**config.mk**
```make
export PLATFORM = sky130hd
export DESIGN_NAME = sort_loader
export DESIGN_NICKNAME = d
export VERILOG_FILES = /design/src/rtl/sort_loader.sv
export SDC_FILE = /design/constraint.sdc
export NUM_CORES = 1
export LEC_CHECK = 0
export BUFFER_PORTS_ARGS = -buffer_cell sky130_fd_sc_hd__buf_2
export CAP_MARGIN = 20
export CORE_ASPECT_RATIO = 1.5
export CORE_MARGIN = 1.5
export CORE_UTILIZATION = 47
export DETAILED_ROUTE_END_ITERATION = 6
export PLACE_DENSITY_LB_ADDON = 0.08
export RECOVER_POWER = 25
export SLEW_MARGIN = 40
export SYNTH_ARGS = -nofsm -noshare
export SYNTH_HDL_FRONTEND = slang
export SYNTH_SLANG_ARGS = --single-unit
export TNS_END_PERCENT = 50
```
**constraint.sdc**
```tcl
create_clock -name clk -period 1.5 [get_ports clk]
set_clock_uncertainty 0.1 [all_clocks]
set_input_delay 0.3 -clock clk [delete_from_list [all_inputs] [get_ports clk]]
set_output_delay 0.3 -clock clk [all_outputs]
set_load 0.05 [all_outputs]
```
**src/rtl/sort_loader.sv**
```systemverilog
// rtl/sort_loader.sv - packs a serial word stream into the bubble-sorter input array and paces batches
module sort_loader #(
    parameter int DATA_N = 4,
    parameter int DATA_W = 4
) (
    input  logic              clk,
    input  logic              rst_n,
    input  logic              in_vld,
    input  logic [DATA_W-1:0] in_data,
    output logic              in_rdy,
    output logic [DATA_W-1:0] data_in [0:DATA_N-1],
    output logic              start_sort,
    input  logic              out_vld,
    output logic              busy,
    output logic              batch_done
);

    localparam int CNT_W = $clog2(DATA_N + 1);
    localparam logic [CNT_W-1:0] LAST_IDX = CNT_W'(DATA_N - 1);

    typedef enum logic [1:0] {
        FILL  = 2'd0,
        START = 2'd1,
        WAIT  = 2'd2
    } state_t;

    state_t           state;
    logic [CNT_W-1:0] wr_idx;
    logic [CNT_W-1:0] beat_cnt;
    logic             accept;

    // in_rdy is a register, so accept never depends combinationally on in_vld reaching in_rdy
    assign accept = in_vld && in_rdy;

    // batch_done must coincide with the final sorter beat, so it is decoded rather than registered
    assign batch_done = (state == WAIT) && out_vld && (beat_cnt == LAST_IDX);

    // batch sequencer: fill array, pulse start, then hold until the sorter has drained the batch
    always_ff @(posedge clk) begin
        if (!rst_n) begin
            state      <= FILL;
            wr_idx     <= '0;
            beat_cnt   <= '0;
            in_rdy     <= 1'b0;
            start_sort <= 1'b0;
            busy       <= 1'b0;
            for (int i = 0; i < DATA_N; i++) begin
                data_in[i] <= '0;
            end
        end else begin
            case (state)
                FILL: begin
                    in_rdy     <= 1'b1;
                    start_sort <= 1'b0;
                    busy       <= 1'b0;
                    if (accept) begin
                        for (int i = 0; i < DATA_N; i++) begin
                            if (wr_idx == CNT_W'(i)) begin
                                data_in[i] <= in_data;
                            end
                        end
                        if (wr_idx == LAST_IDX) begin
                            wr_idx     <= '0;
                            state      <= START;
                            in_rdy     <= 1'b0;
                            start_sort <= 1'b1;
                            busy       <= 1'b1;
                        end else begin
                            wr_idx <= wr_idx + 1'b1;
                        end
                    end
                end
                START: begin
                    state      <= WAIT;
                    beat_cnt   <= '0;
                    in_rdy     <= 1'b0;
                    start_sort <= 1'b0;
                    busy       <= 1'b1;
                end
                WAIT: begin
                    start_sort <= 1'b0;
                    if (out_vld) begin
                        if (beat_cnt == LAST_IDX) begin
                            beat_cnt <= '0;
                            state    <= FILL;
                            in_rdy   <= 1'b1;
                            busy     <= 1'b0;
                        end else begin
                            beat_cnt <= beat_cnt + 1'b1;
                        end
                    end
                end
                default: begin
                    state      <= FILL;
                    wr_idx     <= '0;
                    beat_cnt   <= '0;
                    in_rdy     <= 1'b0;
                    start_sort <= 1'b0;
                    busy       <= 1'b0;
                end
            endcase
        end
    end

endmodule

```
==> reports/results.ini, run 1 <==
[status]
status = finished, violations left
violations = setup timing

[cells_and_area]
antennaDiodeCount = 0
num-nets-final = 185
final_cell_area_sq_um = 1640
drive_gt1_frac = 0.393
area_delta_synth_final_pct = 35.2

[floorplanning]
die_height_microns = 65.3
coreArea_sq_um = 2450
boundaryPins = 28
initial_core_util = 0.496
die_area_sq_um = 2910
rows = 22
die_w_microns = 44.5

[timing]
slew_viol_final = 0
setup_viol = 23
setup_slack_ps = -202
rsz0062_at_grt = true
tightest_slew_ps = 346
fmax_mhz = 588
timing.hold.ws_ps = 144
period_minus_slack_ps = 1700
relSlewSlack = 0.769
fin_crit_sh = 1.13
hold_viol = 0

[synthesis]
yosys_most_used_dff = dfxtp_1
syn_area_sq_um = 1220
async_flop_share = 0
syn_nets = 142
ys_warn_count = 0
avgSynthCellArea_sq_um = 9.65
synthCells = 126
ys_seq_area_frac = 0.444
synth-edff-count = 0
synth_cell_type_count = 27
yosys_register_bits = 27

[clock_network]
path_clk_slew_ps = 150
cts_tree = yes
clk-insertion-delay-late_ps = 320
clock_sinks = 27
numCtsBuffers = 3
cts_hold_buf = 0
cts_root_buf = clkbuf_4
cts.htree.levels = 1
cts_buffer_depth = 2

[routing]
drt_first_pass_iters = 4
wl_met2_mm = 1.49
wl_met1_mm = 1.06
drc = 0
route.top_layer_used = met4
vias_per_cell = 5.20
vias = 999
dr_wl_met3_microns = 80
postRouteAntennaNets = 0
drt-total-wl_mm = 2.70
drt_iter0_drc = 18
post_drt_wl_per_cell_microns = 14.1

[critical_path]
cpPeakStageDelay_ps = 370
startpoint_type = flip-flop
cp-end-kind = output port
critical_path_class = flip-flop to output port
path_cells = inv_4, ha_4, nand2_4, nor3b_4, buf_6
critical_path.top_delay_family = flip-flops
worst-path-buf-inv = 2
crit_required_ps = 1100
arrival_ps = 1300
cp_max_fo = 2
slowest_stage = dfxtp_2

[global_route]
grt_overflow_total = 0
grt_pass1_vias = 944
antenna_found_initial = 0
grt_max_degree = 23
grt_usage = 0.188
grt_pass1_wl_mm = 4.11

[placement]
hpwl_mm = 1.85
dpl_cell_area_sq_um = 1430
place_ws_ps = -1.42
io_buffers = 27
place.gp.congestion = 0.779

[flow_run]
maxCapViolCount = 0

[hold_path]
min_path_type = input pin to flip-flop

[pwr]
irDropWorstVdd_uv = 453
total_power_mw = 1.22
p_leak_nw = 0.768
power.density_nw_per_um2 = 739

## final cells by class
type                    instances  area [sq um]
inverters                       7          28.8
clock buffers                   3          22.5
fillers                       204           806
multi-input cells              88           743
flip-flops and latches         27           546
repair buffers                 42           269
well taps                      24          30.0
clock inverters                 1          5.00
## logic make-up (layout without fill, tap and decap cells)
| logic type | after synthesis | after routing | synth area share |
|---|---|---|---|
| and+or+nand+nor | 48 | 48 | 0.201 |
| AOI/OAI and AO/OA | 13 | 13 | 0.0792 |
| DFF | 27 | 27 | 0.444 |
| adders and majority gates | 8 | 8 | 0.0823 |
| muxes | 19 | 19 | 0.156 |
| buffers and inverters | 11 | 53 | 0.0370 |
## stage by stage
| step | setup TNS [ps] | cells | utilization |
|---|---|---|---|
| floorplan | -105 | 126 | - |
| global placement | 0 | 180 | 0.584 |
| detailed placement | -2.64 | 180 | 0.584 |
| CTS | -218 | 186 | 0.626 |
| global route | -3460 | 192 | 0.671 |
| finish | -1850 | 192 | 0.671 |
## metal layers
layer  up-vias  GRT usage
met4         0     0.0795
met1       465      0.211
met2        23      0.344
li1        505          -
met5         -          0
met3         6     0.0165
## layout by cell type, fill, tap and decap left out, drive strengths merged, types with 2 or more instances in the layout
| master | netlist | final |
|---|---|---|
| o21ai | 3 | 3 |
| and2 | 3 | 3 |
| clkbuf | 3 | 8 |
| and3 | 2 | 2 |
| nand2 | 26 | 26 |
| buf | 1 | 37 |
| nor2 | 5 | 5 |
| nor2b | 6 | 6 |
| mux2i | 19 | 19 |
| inv | 7 | 7 |
| ha | 8 | 8 |
| nand3 | 3 | 3 |
| dfxtp | 27 | 27 |
| a21oi | 4 | 4 |
## state kept, by name, summed over array words and instances, names as in the netlist
| signal | flops |
|---|---|
| start_sort | 1 |
| busy | 1 |
| wr_idx | 3 |
| data_in | 16 |
| in_rdy | 1 |
| state | 2 |
| beat_cnt | 3 |
## final timing paths
check / start / endpoint / slack (ps) / cells after the start
setup / recovery: state[0] / batch_done / -200 / 5
setup reg to reg: state[0] / beat_cnt[0] / -100 / 8
hold / removal: in_data[1] / data_in[1] / 140 / 3
hold reg to reg: data_in[14] / data_in[14] / 370 / 2
## cell usage after synthesis (2+ instances only)
cell / n / share of area
o21ai_0: 3 / 0.012
nor2b_1: 6 / 0.031
nand2_1: 26 / 0.080
nor2_1: 3 / 0.0093
a21oi_1: 3 / 0.012
and3_1: 2 / 0.010
ha_1: 8 / 0.082
clkbuf_1: 3 / 0.0093
mux2i_1: 19 / 0.16
dfxtp_1: 27 / 0.44
nand3_1: 2 / 0.0082
inv_1: 7 / 0.022
and2_1: 3 / 0.015
## timing repair
action,in CTS,in global routing
endpoints found under the setup margin,9,23
pin swaps,4,5
buffers inserted,2,6
gates resized for setup,13,16
endpoints found under the hold margin,0,0
cloned,0,0
## worst reg2reg max path, delay by kind of cell, from the launching register on
kind,cells,cell delay (ps)
flip-flops,1,390
AND/OR/NAND/NOR,1,100
adder cells (fa/ha/maj),1,170
AO/OA/AOI/OAI,2,360
buffers and inverters,4,420
## report_power, final
part / total, mW / internal, mW / switching (mW)
sequential: 0.741 / 0.732 / 0.00950
clock: 0.308 / 0.0998 / 0.208
combinational: 0.166 / 0.0598 / 0.106
total: 1.22 / 0.891 / 0.324
Note: power is estimated with default switching activity, not from simulation.
==> run 2, diff against run 1 <==
Settings changed: TNS_END_PERCENT 50 to 30.
==> reports/results.ini, run 2 (synthesis results as in run 1) <==
[status]
status = finished, violations left  ; unchanged
violations = setup timing  ; unchanged

[cells_and_area]
final_common_cell = buf_2  ; was dfxtp_1
fillCellCount = 217  ; was 204
largest_reg_flops = 16  ; unchanged
multiInputGateArea_sq_um = 719  ; was 743 sq um
final_cell_area_sq_um = 1590  ; was 1640 sq um
area_delta_synth_final_pct = 30.8  ; was 35.2%
antennaDiodeCount = 0  ; unchanged
num-nets-final = 182  ; was 185
drive_gt1_frac = 0.382  ; was 0.393
largest_register = data_in  ; unchanged
regArea_sq_um = 546  ; unchanged
reg_top3 = data_in: 16 flops, beat_cnt: 3 flops, wr_idx: 3 flops  ; unchanged
final_cell_mix = 26 x buf_2, 23 x dfxtp_1, 22 x nand2_1  ; was 23 x dfxtp_1, 22 x nand2_1, 21 x buf_2

[pwr]
irDropWorstVdd_uv = 438  ; was 453 uV
power.density_nw_per_um2 = 761  ; was 739 nW/um^2
p_leak_nw = 0.777  ; was 0.768 nW

[clock_network]
cts_tree = yes  ; unchanged
cts.htree.levels = 1  ; unchanged
cts_buffer_depth = 2  ; unchanged
cts_hold_buf = 0  ; unchanged
cts_root_buf = clkbuf_4  ; unchanged
clock_sinks = 27  ; unchanged
numCtsBuffers = 3  ; unchanged
path_clk_slew_ps = 150  ; about the same
clk-insertion-delay-late_ps = 330  ; was 320 ps

[flow_run]
maxCapViolCount = 0  ; unchanged

[critical_path]
crit_required_ps = 1100  ; about the same
ff2ff_path_depth = 8  ; unchanged
startpoint_type = flip-flop  ; unchanged
r2r_slack_ps = -20  ; was -100 ps
cp-end-kind = output port  ; unchanged
arrival_ps = 1320  ; was 1300 ps
cp_max_fo = 2  ; unchanged
r2r_end = beat_cnt[1]  ; was beat_cnt[0]
critical_path_class = flip-flop to output port  ; unchanged
r2r-start = state[0]  ; unchanged

[routing]
drc = 0  ; unchanged
post_drt_wl_per_cell_microns = 14.1  ; about the same
drt_first_pass_iters = 3  ; was 4
drt-total-wl_mm = 2.66  ; was 2.70 mm
postRouteAntennaNets = 0  ; unchanged
vias = 973  ; was 999
vias_per_cell = 5.15  ; was 5.20
drt_iter0_drc = 13  ; was 18

[global_route]
grt_usage = 0.188  ; unchanged
grt_max_degree = 23  ; unchanged
antenna_found_initial = 0  ; unchanged
grt_overflow_total = 0  ; unchanged
grt_pass1_wl_mm = 4.11  ; unchanged
grt_pass1_vias = 944  ; unchanged

[hold_path]
worstHoldStart = in_data[1]  ; unchanged
hold_end = data_in[1]  ; unchanged
min_path_type = input pin to flip-flop  ; unchanged
hold_path_depth = 3  ; unchanged

[floorplanning]
coreArea_sq_um = 2450  ; unchanged
rows = 22  ; unchanged
die_w_microns = 44.5  ; unchanged
die_area_sq_um = 2910  ; unchanged
initial_core_util = 0.496  ; unchanged
die_height_microns = 65.3  ; unchanged
boundaryPins = 28  ; unchanged

[timing]
fin_crit_sh = 1.14  ; was 1.13
fmax_mhz = 582  ; was 588 MHz
relSlewSlack = 0.766  ; was 0.769
setup_viol = 5  ; was 23
slew_viol_final = 0  ; unchanged
period_minus_slack_ps = 1720  ; was 1700 ps
hold_viol = 0  ; unchanged
setup_slack_ps = -217  ; was -202 ps
tightest_slew_ps = 352  ; was 346 ps
rsz0062_at_grt = true  ; unchanged
fin_setup_tns_ps = -275  ; was -1850 ps
timing.hold.ws_ps = 136  ; was 144 ps

[placement]
place_ws_ps = -1.42  ; unchanged
io_buffers = 27  ; unchanged
hpwl_mm = 1.85  ; unchanged
dpl_cell_area_sq_um = 1430  ; unchanged
place.gp.congestion = 0.779  ; unchanged

run 2: changes by cell type in the layout (fill, tap and decap cells not counted):
cell      before  now
nand2_2        0    1
ha_1           6    5
mux2i_1       18   19
mux2i_2        1    0
buf_6          5    3
o21ai_0        2    3
clkbuf_2       5    0
o21ai_1        1    0
nand2_4        2    3
buf_4         11   10
nand2_8        2    0
ha_2           0    1
buf_2         21   26
run 2: critical path, cell delays in order, from the launching register on:
cell and delay, ps:
dfxtp_2 370, inv_4 70, ha_4 150, nand2_4 50, nor3b_4 170, buf_6 180
run 2: routing by layer:
layer,share of wire,track usage,up-vias
met5,0,0,-
met4,0.016,0.0795,0
met3,0.026,0.0165,5
met2,0.55,0.344,19
met1,0.41,0.211,454
li1,-,-,495
run 2: cell type report:
cell class	count	area share
Clock buffer	3	0.0142
Clock inverter	1	0.00315
Inverter	7	0.0181
Multi-Input combinational cell	88	0.452
Sequential cell	27	0.343
Tap cell	24	0.0189
Timing Repair Buffer	39	0.150
run 2: how the worst max path moves through the flow:
stage,from,endpoint,slack [ps]
after floorplan,state[0],batch_done,-100
after global placement,state[0],batch_done,8
after detailed placement,state[1],data_in[0],-1
after CTS,state[0],batch_done,-200
after global routing,state[0],batch_done,-260
final,state[0],batch_done,-220
run 2: repair_timing:
| item | CTS | global route |
|---|---|---|
| gates resized for setup | 13 | 10 |
| endpoints found under the setup margin | 9 | 23 |
| pin swaps | 4 | 4 |
| buffers inserted | 2 | 3 |
run 2: stage by stage:
step / utilization / instances / power [mW]
3_5_place_dp: 0.584 / 180 / 0.891
5_1_grt: 0.649 / 189 / 1.25
4_1_cts: 0.626 / 186 / 1.20
6_report: 0.649 / 189 / 1.21
2_1_floorplan: - / 126 / 0.851
3_3_place_gp: 0.584 / 180 / 0.891
run 2: power breakdown:
| group | total [mW] | internal (mW) | leakage, nW | switching [mW] |
|---|---|---|---|---|
| Combinational | 0.153 | 0.0537 | 0.539 | 0.0991 |
| Clock | 0.315 | 0.100 | 0.0177 | 0.215 |
| Sequential | 0.742 | 0.732 | 0.220 | 0.00985 |
| Total | 1.21 | 0.886 | 0.777 | 0.324 |
